## src/rtl/jtkunio_scr_romslot_pkg.sv

```systemverilog
// ---------------------------------------------------------------------------
// jtkunio_scr_romslot_pkg
// Shared definitions for the kunio ROM slots (scroll, objects, characters).
//   - Fetch FSM state encoding (2 bits): IDLE, REQ, BEAT0, BEAT1.
//   - BURST: number of 16-bit beats per cache fill.
// ---------------------------------------------------------------------------
package jtkunio_scr_romslot_pkg;

    localparam logic [1:0] ST_IDLE  = 2'd0;
    localparam logic [1:0] ST_REQ   = 2'd1;
    localparam logic [1:0] ST_BEAT0 = 2'd2;
    localparam logic [1:0] ST_BEAT1 = 2'd3;

    // One fill is two consecutive 16-bit words, giving a 32-bit line.
    localparam int BURST = 2;

endpackage

```

## src/rtl/jtkunio_romslot_cache.sv

```systemverilog
// ---------------------------------------------------------------------------
// jtkunio_romslot_cache
// One-entry cache line for a kunio ROM slot: tag, valid flag and 32-bit data,
// plus the combinational hit compare.
// Ports:
//   clk, rst     : clock, synchronous active-high reset (clears everything)
//   clr          : invalidate the line (a new fill is starting)
//   wr_lo        : store din into dout[15:0]  (first beat)
//   wr_hi        : store din into dout[31:16], load fill_tag, set valid
//   fill_tag     : tag the line is filled under
//   din          : 16-bit beat from SDRAM
//   look_tag     : tag currently requested by the layer
//   hit          : valid && tag == look_tag
//   dout         : cached line {high word, low word}
// ---------------------------------------------------------------------------
module jtkunio_romslot_cache
    import jtkunio_scr_romslot_pkg::*;
#(
    parameter int TW = 16
) (
    input  logic          clk,
    input  logic          rst,
    input  logic          clr,
    input  logic          wr_lo,
    input  logic          wr_hi,
    input  logic [TW-1:0] fill_tag,
    input  logic [15:0]   din,
    input  logic [TW-1:0] look_tag,
    output logic          hit,
    output logic [31:0]   dout
);

    logic          valid;
    logic [TW-1:0] tag;

    // The line only becomes valid with the last beat, so a partially
    // filled line can never produce a hit.
    always_ff @(posedge clk) begin
        if (rst) begin
            valid <= 1'b0;
            tag   <= '0;
            dout  <= '0;
        end else begin
            if (clr) valid <= 1'b0;
            if (wr_lo) dout[15:0] <= din;
            if (wr_hi) begin
                dout[31:16] <= din;
                tag         <= fill_tag;
                valid       <= 1'b1;
            end
        end
    end

    assign hit = valid && (tag == look_tag);

endmodule

```

## src/rtl/jtkunio_scr_romslot.sv

```systemverilog
// ---------------------------------------------------------------------------
// jtkunio_scr_romslot
// ROM-side responder for the scroll tile layer. Serves 32-bit reads from a
// one-entry cache; on a miss it fetches two consecutive 16-bit words from
// SDRAM through the req/ack/dst/rdy burst handshake.
//
// Handshake: sdram_req is raised with a stable sdram_addr and held until a
// one-cycle sdram_ack; req drops on the ack edge. Afterwards a beat is a
// cycle with data_dst && data_rdy; data_read carries the word. Beats outside
// BEAT0/BEAT1 are ignored, and ack wins if it coincides with a beat.
//
// Ports:
//   clk, rst    : clock, synchronous active-high reset
//   slot_cs     : layer requests data
//   slot_addr   : 16-bit word address (bit 0 ignored)
//   slot_dout   : {word at addr+1, word at addr}
//   slot_ok     : slot_dout valid for current slot_addr (registered)
//   sdram_addr  : burst start address, OFFSET + even word address (wraps)
//   sdram_req   : fetch request
//   sdram_ack   : arbiter accepted request
//   data_dst    : beat for this slot on data_read
//   data_rdy    : beat valid
//   data_read   : SDRAM data beat
// ---------------------------------------------------------------------------
module jtkunio_scr_romslot
    import jtkunio_scr_romslot_pkg::*;
#(
    parameter int          AW     = 17,
    parameter int          SW     = 22,
    parameter logic [SW-1:0] OFFSET = '0
) (
    input  logic          clk,
    input  logic          rst,
    input  logic          slot_cs,
    input  logic [AW-1:0] slot_addr,
    output logic [31:0]   slot_dout,
    output logic          slot_ok,
    output logic [SW-1:0] sdram_addr,
    output logic          sdram_req,
    input  logic          sdram_ack,
    input  logic          data_dst,
    input  logic          data_rdy,
    input  logic [15:0]   data_read
);

    localparam int TW = AW - 1;

    logic [1:0]    st;
    logic [TW-1:0] ftag;
    logic [TW-1:0] look_tag;
    logic [SW-1:0] word_addr;
    logic          hit;
    logic          beat;
    logic          clr_valid;
    logic          wr_lo;
    logic          wr_hi;
    logic          start;
    logic          unused_addr_lsb;

    assign look_tag        = slot_addr[AW-1:1];
    assign unused_addr_lsb = slot_addr[0];
    assign word_addr       = SW'({look_tag, 1'b0});

    // Ack has priority over a beat on the same cycle.
    assign beat  = data_dst && data_rdy && !sdram_ack;
    assign start = (st == ST_IDLE) && slot_cs && !hit;

    assign clr_valid = start;
    assign wr_lo     = (st == ST_BEAT0) && beat;
    assign wr_hi     = (st == ST_BEAT1) && beat;

    jtkunio_romslot_cache #(.TW(TW)) u_cache (
        .clk      (clk),
        .rst      (rst),
        .clr      (clr_valid),
        .wr_lo    (wr_lo),
        .wr_hi    (wr_hi),
        .fill_tag (ftag),
        .din      (data_read),
        .look_tag (look_tag),
        .hit      (hit),
        .dout     (slot_dout)
    );

    always_ff @(posedge clk) begin
        if (rst) begin
            st         <= ST_IDLE;
            ftag       <= '0;
            sdram_addr <= '0;
            sdram_req  <= 1'b0;
            slot_ok    <= 1'b0;
        end else begin
            // No bypass: a line completing in BEAT1 shows ok one edge later.
            slot_ok <= slot_cs && hit && (st == ST_IDLE);
            case (st)
                ST_IDLE: begin
                    if (start) begin
                        ftag       <= look_tag;
                        sdram_addr <= OFFSET + word_addr;
                        sdram_req  <= 1'b1;
                        st         <= ST_REQ;
                    end
                end
                ST_REQ: begin
                    if (sdram_ack) begin
                        sdram_req <= 1'b0;
                        st        <= ST_BEAT0;
                    end
                end
                ST_BEAT0: begin
                    if (beat) st <= ST_BEAT1;
                end
                ST_BEAT1: begin
                    // The fill completes under ftag even if the layer has
                    // moved on; the new address then misses in IDLE.
                    if (beat) st <= ST_IDLE;
                end
                default: st <= ST_IDLE;
            endcase
        end
    end

endmodule

```

## config.mk

```make
export PLATFORM = sky130hd
export DESIGN_NAME = jtkunio_scr_romslot
export DESIGN_NICKNAME = d
export VERILOG_FILES = /design/src/rtl/jtkunio_scr_romslot_pkg.sv /design/src/rtl/jtkunio_romslot_cache.sv /design/src/rtl/jtkunio_scr_romslot.sv
export SDC_FILE = /design/constraint.sdc
export NUM_CORES = 1
export LEC_CHECK = 0
export CAP_MARGIN = 10
export CORE_ASPECT_RATIO = 1.5
export CORE_MARGIN = 1.5
export CORE_UTILIZATION = 35
export DETAILED_ROUTE_END_ITERATION = 10
export PLACE_DENSITY = 0.66
export SLEW_MARGIN = 20
export SYNTH_ARGS = -nofsm -noshare
export SYNTH_HDL_FRONTEND = slang
export SYNTH_SLANG_ARGS = --single-unit
```

## constraint.sdc

```tcl
create_clock -name clk -period 1.7 [get_ports clk]
set_input_delay 0.34 -clock clk [delete_from_list [all_inputs] [get_ports clk]]
set_output_delay 0.34 -clock clk [all_outputs]
set_load 0.005 [all_outputs]
```

-- Yosys cells after proc, flatten, opt, wreduce, memory -nomap -nowiden
Cells that the tools add are included.
- register bits: 69
- input bits: 39
- output and inout port bits: 56
- word-level logic and storage cells: 43
- eq/ne operators: 8
- muxes and demuxes: 10
- reduce and logical (&&, ||, !) cells: 17
- operator list (cell ; number):
    == test 16 bit ; 1
    logical AND 1 bit ; 9
    two-way mux 2 bit ; 4
    != test 2 bit (second input constant) ; 4
    one-hot mux 2 bit (4 select lines) ; 1
    == test 2 bit (second input constant) ; 2
    two-way mux 1 bit ; 4
    AND reduction 4 bit ; 1
    nonzero test 2 bit ; 2
    AND reduction 3 bit ; 1
    == test 2 x 1 -> 1 bit (second input constant) ; 1
    logical NOT 1 bit ; 2
    logical NOT 2 bit ; 1
    one-hot mux 1 bit (2 select lines) ; 1
    AND reduction 2 bit ; 1

-- Logic depth before layout (Yosys ltp)
Gate-level depths: netlist (run 1).
- depth after elaboration: 6
- depth in mapped cells: 7
- depth with buffers taken out: 7

-- Hierarchy
A second synthesis (run 1) with hierarchy kept.
- cell total of the unflattened synthesis: 287
- area total of the unflattened synthesis: 2767.7 um2
- modules (own cells, without submodules) (module ; times used ; cells an instance ; area each (um2) ; seq. area each (um2)):
    jtkunio_romslot_cache ; 1 ; 181 ; 1893.1 ; 980.9
    jtkunio_scr_romslot ; 1 ; 106 ; 874.6 ; 400.4

-- Worst setup path before layout (run 1)
No wires, ideal clock.
- path kind: input to register
- start point: input slot_addr[1]
- end point: register sdram_addr[8]
- setup time: 0.118 ns
- arrival time: 1.550 ns
- setup slack: 0.032 ns
- stages: 7
- buffers on the path: 2
- path through: xor2_1 nor4_2 nand3_1 o211a_1 buf_6 buf_12 mux2i_1
- cells in the longest elaborated chain, start to end: 5
- ends and longest elaborated chain (what ; line ; text):
    start, declared ; jtkunio_scr_romslot.sv:35 ; input logic [AW-1:0] slot_addr,
    == test 16 bit ; jtkunio_romslot_cache.sv:54 ; assign hit = valid && (tag == look_tag);
    logical AND 1 bit ; jtkunio_romslot_cache.sv:54 ;
    logical NOT 1 bit ; jtkunio_scr_romslot.sv:66 ; assign start = (st == ST_IDLE) && slot_cs && !hit;
    logical AND 1 bit ; jtkunio_scr_romslot.sv:66 ;
    AND reduction 2 bit (no line) ; n/a ;
    end signal, assigned ; jtkunio_scr_romslot.sv:99 ; sdram_addr <= OFFSET + word_addr;
    end, declared ; jtkunio_scr_romslot.sv:38 ; output logic [SW-1:0] sdram_addr,
No other way between the ends.
A chain may end at the register's enable or synchronous reset.

-- Worst setup path after layout (run 1)
- start point: register u_cache.tag[0]
- end point: register st[1]
- cells in the longest elaborated chain, start to end: 6
- ends and longest elaborated chain (what ; line ; text):
    start, declared ; jtkunio_romslot_cache.sv:34 ; logic [TW-1:0] tag;
    start signal, assigned ; jtkunio_romslot_cache.sv:48 ; tag <= fill_tag;
    == test 16 bit ; jtkunio_romslot_cache.sv:54 ;
    logical AND 1 bit ; jtkunio_romslot_cache.sv:54 ;
    logical NOT 1 bit ; jtkunio_scr_romslot.sv:66 ;
    logical AND 1 bit ; jtkunio_scr_romslot.sv:66 ;
    != test 2 bit (no line) ; n/a ;
    AND reduction 4 bit (no line) ; n/a ;
    end signal, assigned ; jtkunio_scr_romslot.sv:87 ; st <= ST_IDLE;
    end signal, assigned ; jtkunio_scr_romslot.sv:101 ; st <= ST_REQ;
    end signal, assigned ; jtkunio_scr_romslot.sv:107 ; st <= ST_BEAT0;
    end, declared ; jtkunio_scr_romslot.sv:48 ; logic [1:0] st;
No other way between the ends.

==> summary.log, run 1 <==
qor: placed_design.globalplace.congestion 0.754
qor: routing.routed-via-count 2609
qor: setup_path.timing.rr.start u_cache.tag[0]
qor: synth.synth_edf_count 0
qor: final_layout.final_design_area_no_fill 4470 sq um
qor: clock_tree.clock_sinks 69
qor: power_and_ir_drop.pwr-share-comb 0.233
qor: synth.synth_ff_type dfxtp_1
qor: die.design.die.area 9060 sq um
qor: setup_path.crit_fanout 3
qor: synth.synth_seq_cells 69
qor: synth.async_reset_ff_frac 0
qor: routing.routed_wirelength 7.26 mm
qor: power_and_ir_drop.peakVddDrop 605 uV
qor: clock_tree.htree_num_levels 3
qor: die.boundaryPins 95
qor: timing.final.setup.worst_slack -41.0 ps
qor: grt.antenna_violations_before_repair 0
qor: flow_run.max-cap-violations 0
qor: synth.synthDominantAreaCellType dfxtp_1
qor: outcome.run_status complete, but fails checks
qor: routing.drt_drc_violations_left 0
qor: timing.skew 7.48 ps
qor: die.design.core.area 8310 sq um
qor: clock_tree.clock_latency 340 ps
qor: power_and_ir_drop.cell_internal_pwr 3.62 mW
qor: clock_tree.cts_max_path_buffers 2
qor: power_and_ir_drop.leakagePower 1.63 nW
qor: final_layout.drive_gt1_frac 0.119
qor: final_layout.multi_input_comb_area 1520 sq um
qor: setup_path.worstSetupEndpointType flip-flop
qor: synth.netlist_top_cells_count nand2_1 (102), dfxtp_1 (69), a21oi_1 (49), nand2b_1 (34), clkbuf_1 (19)
qor: timing.max_clock_freq 0.574 GHz
qor: placed_design.dp_hpwl 5.19 mm
qor: clock_tree.cts_tree done
qor: power_and_ir_drop.power.density 1100 nW/um^2
qor: die.die-width 78.2 um
qor: worst_hold_path.min_path_type in -> reg
qor: setup_path.cp_data_required_time 1970 ps
qor: grt.grt_start_max_net_pins 35
qor: grt.grt_use_total 0.172
qor: die.initial_core_utilization 0.357
qor: die.die-height 116 um
qor: timing.finalSetupViolations 5
qor: synth.syn-instance-count 352
qor: synth.yosysTopAreaCellShare 0.465
qor: timing.drv_slew 0
qor: routing.drt-vias-per-instance 4.67
qor: setup_path.crit_arrival 2010 ps
qor: power_and_ir_drop.netSwitchingFraction 0.262
qor: die.rows 41
qor: timing.layout_min_cycle_time 1740 ps
qor: placed_design.pre_cts_ws -579 ps
qor: setup_path.r2r_slack -40 ps
qor: final_layout.non_filler_instances 559
qor: synth.syn_avg_cell_area 8.44 sq um
qor: power_and_ir_drop.power.share.sequential 0.378
qor: grt.first_global_vias 2484
qor: final_layout.ff_latch_area 1380 sq um
qor: setup_path.r2r.worst_path.cells 7
qor: timing.hold_violations 0
qor: synth.synth_most_common_cell nand2_1
qor: setup_path.rr_endpoint st[1]
qor: worst_hold_path.number_of_cells_on_the_worst_hold_path 3
qor: final_layout.nFillCells 777
qor: clock_tree.cts-buffers-inserted 9
qor: timing.fin_hold_ws 330 ps
qor: setup_path.worst_setup_path_start_kind flip-flop
qor: synth.ys_seq_area_frac 0.465
qor: placed_design.placed_cell_area 4050 sq um
qor: final_layout.syn_to_final_growth 50.3%
qor: routing.routed_wire_length_per_instance 13.0 um
qor: power_and_ir_drop.switching_power 1.28 mW
qor: outcome.violated_checks negative setup slack
qor: routing.first_pass_iters 5
qor: placed_design.io_buffer_count 87
qor: clock_tree.clock_root_cell clkbuf_16
qor: routing.drt.antenna.violating_nets 0
qor: final_layout.fin_nets 491
qor: timing.sum_of_negative_setup_slack -85.8 ps
qor: clock_tree.cts.hold.buffers_added 0
qor: synth.yosys-top-cells-area dfxtp_1 (47%), nand2_1 (13%), a21oi_1 (8.3%)
qor: worst_hold_path.min_delay_worst_endpoint sdram_addr[10]
qor: synth.synth.distinct_cells 32
qor: clock_tree.path_clk_slew 60 ps
qor: timing.grt_setup_unrepaired yes
qor: grt.overflow 0
qor: setup_path.timing.setup.critical_path_class reg -> reg
qor: placed_design.placedCellCount 542
qor: synth.synth.yosys.warnings 0
qor: timing.layout_worst_path_cycle_share 1.02
qor: power_and_ir_drop.power.clock.fraction 0.389
qor: final_layout.antenna_cells 0
qor: grt.grt_first_pass_wirelength 11.8 mm
qor: synth.syn_area 2970 sq um
qor: worst_hold_path.min_from slot_addr[10]
qor: routing.initialDrtViolationCount 108
==> power by group through the flow <==
stage / registers [mW] / clock network [mW] / logic [mW]
floorplan: 1.87 / 0 / 0.587
global placement: 1.88 / 0 / 1.02
detailed placement: 1.89 / 0 / 1.03
CTS: 1.85 / 1.93 / 1.05
global route: 1.87 / 2.00 / 1.24
finish: 1.85 / 1.91 / 1.14
==> registers in the layout, summed over array words and instances, names as in the netlist <==
| register | flops |
|---|---|
| sdram_req | 1 |
| u_cache.dout | 32 |
| st | 2 |
| slot_ok | 1 |
| u_cache.valid | 1 |
| u_cache.tag | 16 |
| sdram_addr | 16 |
==> worst max-delay path by stage <==
stage,startpoint,endpoint,slack [ps],cells past startpoint
after CTS,u_cache.tag[14],st[1],-30,7
after global placement,slot_addr[11],sdram_addr[11],-540,7
after detailed placement,slot_addr[11],sdram_addr[15],-580,7
final,u_cache.tag[0],st[1],-40,7
after floorplan,slot_addr[1],sdram_addr[8],30,7
after global routing,u_cache.tag[0],st[1],-120,7
==> per-layer routing <==
metal,routed length (um),up-vias,GRT usage
li1,-,1321,-
met4,148,0,0.0845
met5,0,-,0
met3,438,11,0.0488
met1,2880,1194,0.184
met2,3790,83,0.311
==> metrics by stage <==
step / util / power (mW)
2_1_floorplan: - / 2.46
3_3_place_gp: 0.488 / 2.91
3_5_place_dp: 0.488 / 2.92
4_1_cts: 0.529 / 4.84
5_1_grt: 0.537 / 5.11
6_report: 0.537 / 4.90
==> cell type report <==
class,count,share of cell area
multi-input combinational,256,0.340
sequential,69,0.310
timing repair buffer,106,0.246
clock buffer,11,0.0566
tap,107,0.0300
clock inverter,5,0.0132
inverter,5,0.00420
==> timing repair <==
item	CTS	global route
pin swaps	8	5
setup buffers	1	0
gates resized for setup	18	15
endpoints found under the setup margin	21	21
==> placed cells by master (no fill, tap or decap), types with 2 or more instances in the layout <==
master           count
nand2_1            102
clkdlybuf4s50_1     74
dfxtp_1             67
a21oi_1             49
nand2b_1            34
mux2i_1             18
dlygate4sd2_1       10
xor2_1               9
clkbuf_16            9
buf_4                8
conb_1               6
buf_12               6
ha_1                 5
inv_1                4
xnor2_1              4
nor4b_2              4
buf_6                4
nor2_1               2
and2_1               2
xor2_2               2
nor4_2               2
or2b_1               2
clkinvlp_4           2
clkbuf_8             2
dlymetal6s2s_1       2
dfxtp_2              2
==> critical path: stages (launching register included) <==
cell and delay [ps]:
dfxtp_1 320, xor2_1 150, nor4_2 350, nand3_1 200, buf_6 180, o31ai_4 180
buf_6 130, mux2i_1 170
==> kinds of logic (layout without fill, tap and decap cells) <==
group	count (synthesis)	count (layout)	synth area share
AO/OA/AOI/OAI	57	57	0.104
XOR/XNOR	16	16	0.0472
adder cells (fa/ha/maj)	5	5	0.0211
buffers and inverters	32	127	0.0560
flip-flops	69	69	0.465
multiplexers	18	18	0.0607
other	1	6	0.00126
AND/OR/NAND/NOR	154	154	0.245
Power figures use the tool's default switching activity.
==> run 2, diff against run 1 <==
PLACE_DENSITY = default   (was 0.66)
clock period = 1.8 ns   (was 1.7 ns; I/O delays follow)
==> run 2 against run 1 <==
The run now ends clean. Worst hold slack better by 20 ps. Clock power is 14% lower. Routed wire length is 1.6% higher. Critical endpoint is now sdram_req. Largest cell class unchanged. Highest routed layer unchanged.
==> summary.log, run 2 (synthesis gave the netlist of run 1 again) <==
qor: outcome.run_status finished, final reports clean [was complete, but fails checks]
qor: clock_tree.cts_tree done [unchanged]
qor: die.design.die.area 9060 sq um [unchanged]
qor: final_layout.syn_to_final_growth 50.2% [was 50.3%]
qor: timing.hold_violations 0 [unchanged]
qor: grt.grt_start_max_net_pins 32 [was 35]
qor: final_layout.registers.top_by_ff_count u_cache.dout [unchanged]
qor: timing.max_clock_freq 0.558 GHz
qor: setup_path.crit_fanout 2 [was 3]
qor: setup_path.max_stage_delay_cell_worst_path nor4_2 [unchanged]
qor: setup_path.cp_data_required_time 1980 ps [was 1970 ps]
qor: setup_path.worst_setup_path_start_kind input pin [was flip-flop]
qor: setup_path.crit_arrival 1980 ps [was 2010 ps]
qor: routing.drt-vias-per-instance 4.62 [was 4.67]
qor: timing.finalSetupViolations 0 [was 5]
qor: routing.drt_drc_violations_left 0 [unchanged]
qor: grt.grt_first_pass_wirelength 11.7 mm [was 11.8 mm]
qor: clock_tree.clock_root_cell clkbuf_16 [unchanged]
qor: final_layout.largest_register_ffs 32 [unchanged]
qor: worst_hold_path.number_of_cells_on_the_worst_hold_path 3 [unchanged]
qor: final_layout.final_design_area_no_fill 4460 sq um [was 4470 sq um]
qor: routing.first_pass_iters 4 [was 5]
qor: final_layout.commonest_cells_after_routing_fill_and_taps_aside nand2_1 (102), clkdlybuf4s50_1 (71), dfxtp_1 (68) [was nand2_1 (102), clkdlybuf4s50_1 (74), dfxtp_1 (67)]
qor: final_layout.layout.cells.most_common nand2_1 [unchanged]
qor: clock_tree.clock_sinks 69 [unchanged]
qor: setup_path.slowest_delay 320 ps [was 350 ps]
qor: routing.routed_wire_length_per_instance 13.1 um [was 13.0 um]
qor: clock_tree.clock_latency 330 ps [was 340 ps]
qor: routing.drt.antenna.violating_nets 0 [unchanged]
qor: grt.overflow 0 [unchanged]
qor: timing.grt_setup_unrepaired yes [unchanged]
qor: power_and_ir_drop.power.density 1000 nW/um^2 [was 1100 nW/um^2]
qor: clock_tree.cts_max_path_buffers 2 [unchanged]
qor: grt.first_global_vias 2496 [was 2484]
qor: die.die-height 116 um [unchanged]
qor: grt.grt_use_total 0.168 [was 0.172]
qor: placed_design.dp_hpwl 5.31 mm [was 5.19 mm]
qor: power_and_ir_drop.switching_power 1.15 mW [was 1.28 mW]
qor: timing.drv_slew 0 [unchanged]
qor: final_layout.largestRegisters u_cache.dout: 32 flops, sdram_addr: 16 flops, u_cache.tag: 16 flops [unchanged]
qor: timing.slew-limit-headroom 0.626
qor: power_and_ir_drop.finalPower 4.47 mW [was 4.90 mW]
qor: final_layout.nFillCells 800 [was 777]
qor: die.die-width 78.2 um [unchanged]
qor: power_and_ir_drop.netSwitchingFraction 0.257 [was 0.262]
qor: timing.skew 6.67 ps [was 7.48 ps]
qor: final_layout.antenna_cells 0 [unchanged]
qor: placed_design.globalplace.congestion 0.801 [was 0.754]
qor: clock_tree.htree_num_levels 3 [unchanged]
qor: placed_design.placed_cell_area 4050 sq um [about the same]
qor: routing.routed-via-count 2602 [was 2609]
qor: flow_run.max-cap-violations 0 [unchanged]
qor: power_and_ir_drop.pwr-share-comb 0.241 [was 0.233]
qor: final_layout.drive_gt1_frac 0.118 [was 0.119]
qor: placed_design.io_buffer_count 87 [unchanged]
qor: grt.antenna_violations_before_repair 0 [unchanged]
qor: setup_path.timing.critical_path.cells dlygate4sd2_1 > xor2_1 > nor4_2 > nand3_1 > buf_6 > buf_6 > nor4b_4 > nor4b_2 [was xor2_1 > nor4_2 > nand3_1 > buf_6 > o31ai_4 > buf_6 > mux2i_1]
qor: setup_path.worstSetupEndpointType flip-flop [unchanged]
qor: setup_path.timing.setup.critical_path_class in -> reg [was reg -> reg]
qor: setup_path.r2r.worst_path.cells 7 [unchanged]
qor: die.boundaryPins 95 [unchanged]
qor: worst_hold_path.min_path_type in -> reg [unchanged]
qor: power_and_ir_drop.cell_internal_pwr 3.32 mW [was 3.62 mW]
qor: timing.layout_worst_path_cycle_share 0.995
qor: power_and_ir_drop.leakagePower 1.68 nW [was 1.63 nW]
qor: clock_tree.cts-buffers-inserted 9 [unchanged]
qor: routing.routed_wirelength 7.38 mm [was 7.26 mm]
qor: power_and_ir_drop.power.clock.fraction 0.368 [was 0.389]
qor: die.initial_core_utilization 0.357 [unchanged]
qor: power_and_ir_drop.peakVddDrop 534 uV [was 605 uV]
qor: die.rows 41 [unchanged]
qor: final_layout.fin_nets 497 [was 491]
qor: routing.initialDrtViolationCount 71 [was 108]
qor: die.design.core.area 8310 sq um [unchanged]
qor: setup_path.crit_path_frequent_cell buf_6 [unchanged]
qor: clock_tree.path_clk_slew 50 ps [was 60 ps]
qor: timing.layout_min_cycle_time 1790 ps
qor: power_and_ir_drop.power.share.sequential 0.391 [was 0.378]
qor: timing.worst_pin_slew 561 ps
==> run 2: worst max-delay path: cells and delay by family <==
kind	cells	cell delay, ps
simple gates	4	880
xor+xnor	1	180
buf+inv	3	540
==> run 2: final cells by class <==
class / count / area [sq um] / area share
multi-input combinational: 256 / 1510 / 0.339
inverter: 5 / 18.8 / 0.00421
clock inverter: 1 / 5.00 / 0.00112
tap: 107 / 134 / 0.0300
clock buffer: 13 / 280 / 0.0628
timing repair buffer: 112 / 1130 / 0.252
sequential: 69 / 1380 / 0.310
==> run 2: power groups by stage <==
stage,logic [mW],clock network (mW),registers [mW]
final,1.08,1.65,1.75
after global routing,1.17,1.76,1.76
after CTS,1.10,1.70,1.75
after detailed placement,0.975,0,1.78
after global placement,0.966,0,1.78
after floorplan,0.555,0,1.77
==> run 2: what timing repair did <==
item,CTS,global route
resized for setup,21,12
buffers inserted,3,1
hold buffers,0,0
gates cloned,1,0
setup endpoints to repair,21,8
pin swaps,10,8
==> run 2: final timing paths <==
path / startpoint / endpoint / slack (ps)
worst min register to register: u_cache.dout[27] / u_cache.dout[27] / 450
worst max-delay path: slot_addr[3] / sdram_req / 9
worst min-delay path: slot_addr[10] / sdram_addr[10] / 350
worst max register to register: u_cache.tag[2] / sdram_req / 20
==> run 2: through the flow <==
stage	TNS, ps	worst slack, ps	util	std cells	hold slack (ps)
floorplan	0	112	-	357	448
global placement	-7870	-393	0.487	545	443
detailed placement	-8540	-431	0.487	545	446
CTS	0	1.36	0.534	563	453
global route	-64.8	-64.8	0.537	563	368
finish	0	8.75	0.537	563	350
==> run 2: metal layers <==
metal	track usage	wire [um]
met1	0.171	2980
met5	0	0
met3	0.0409	374
met2	0.315	3850
met4	0.0893	167
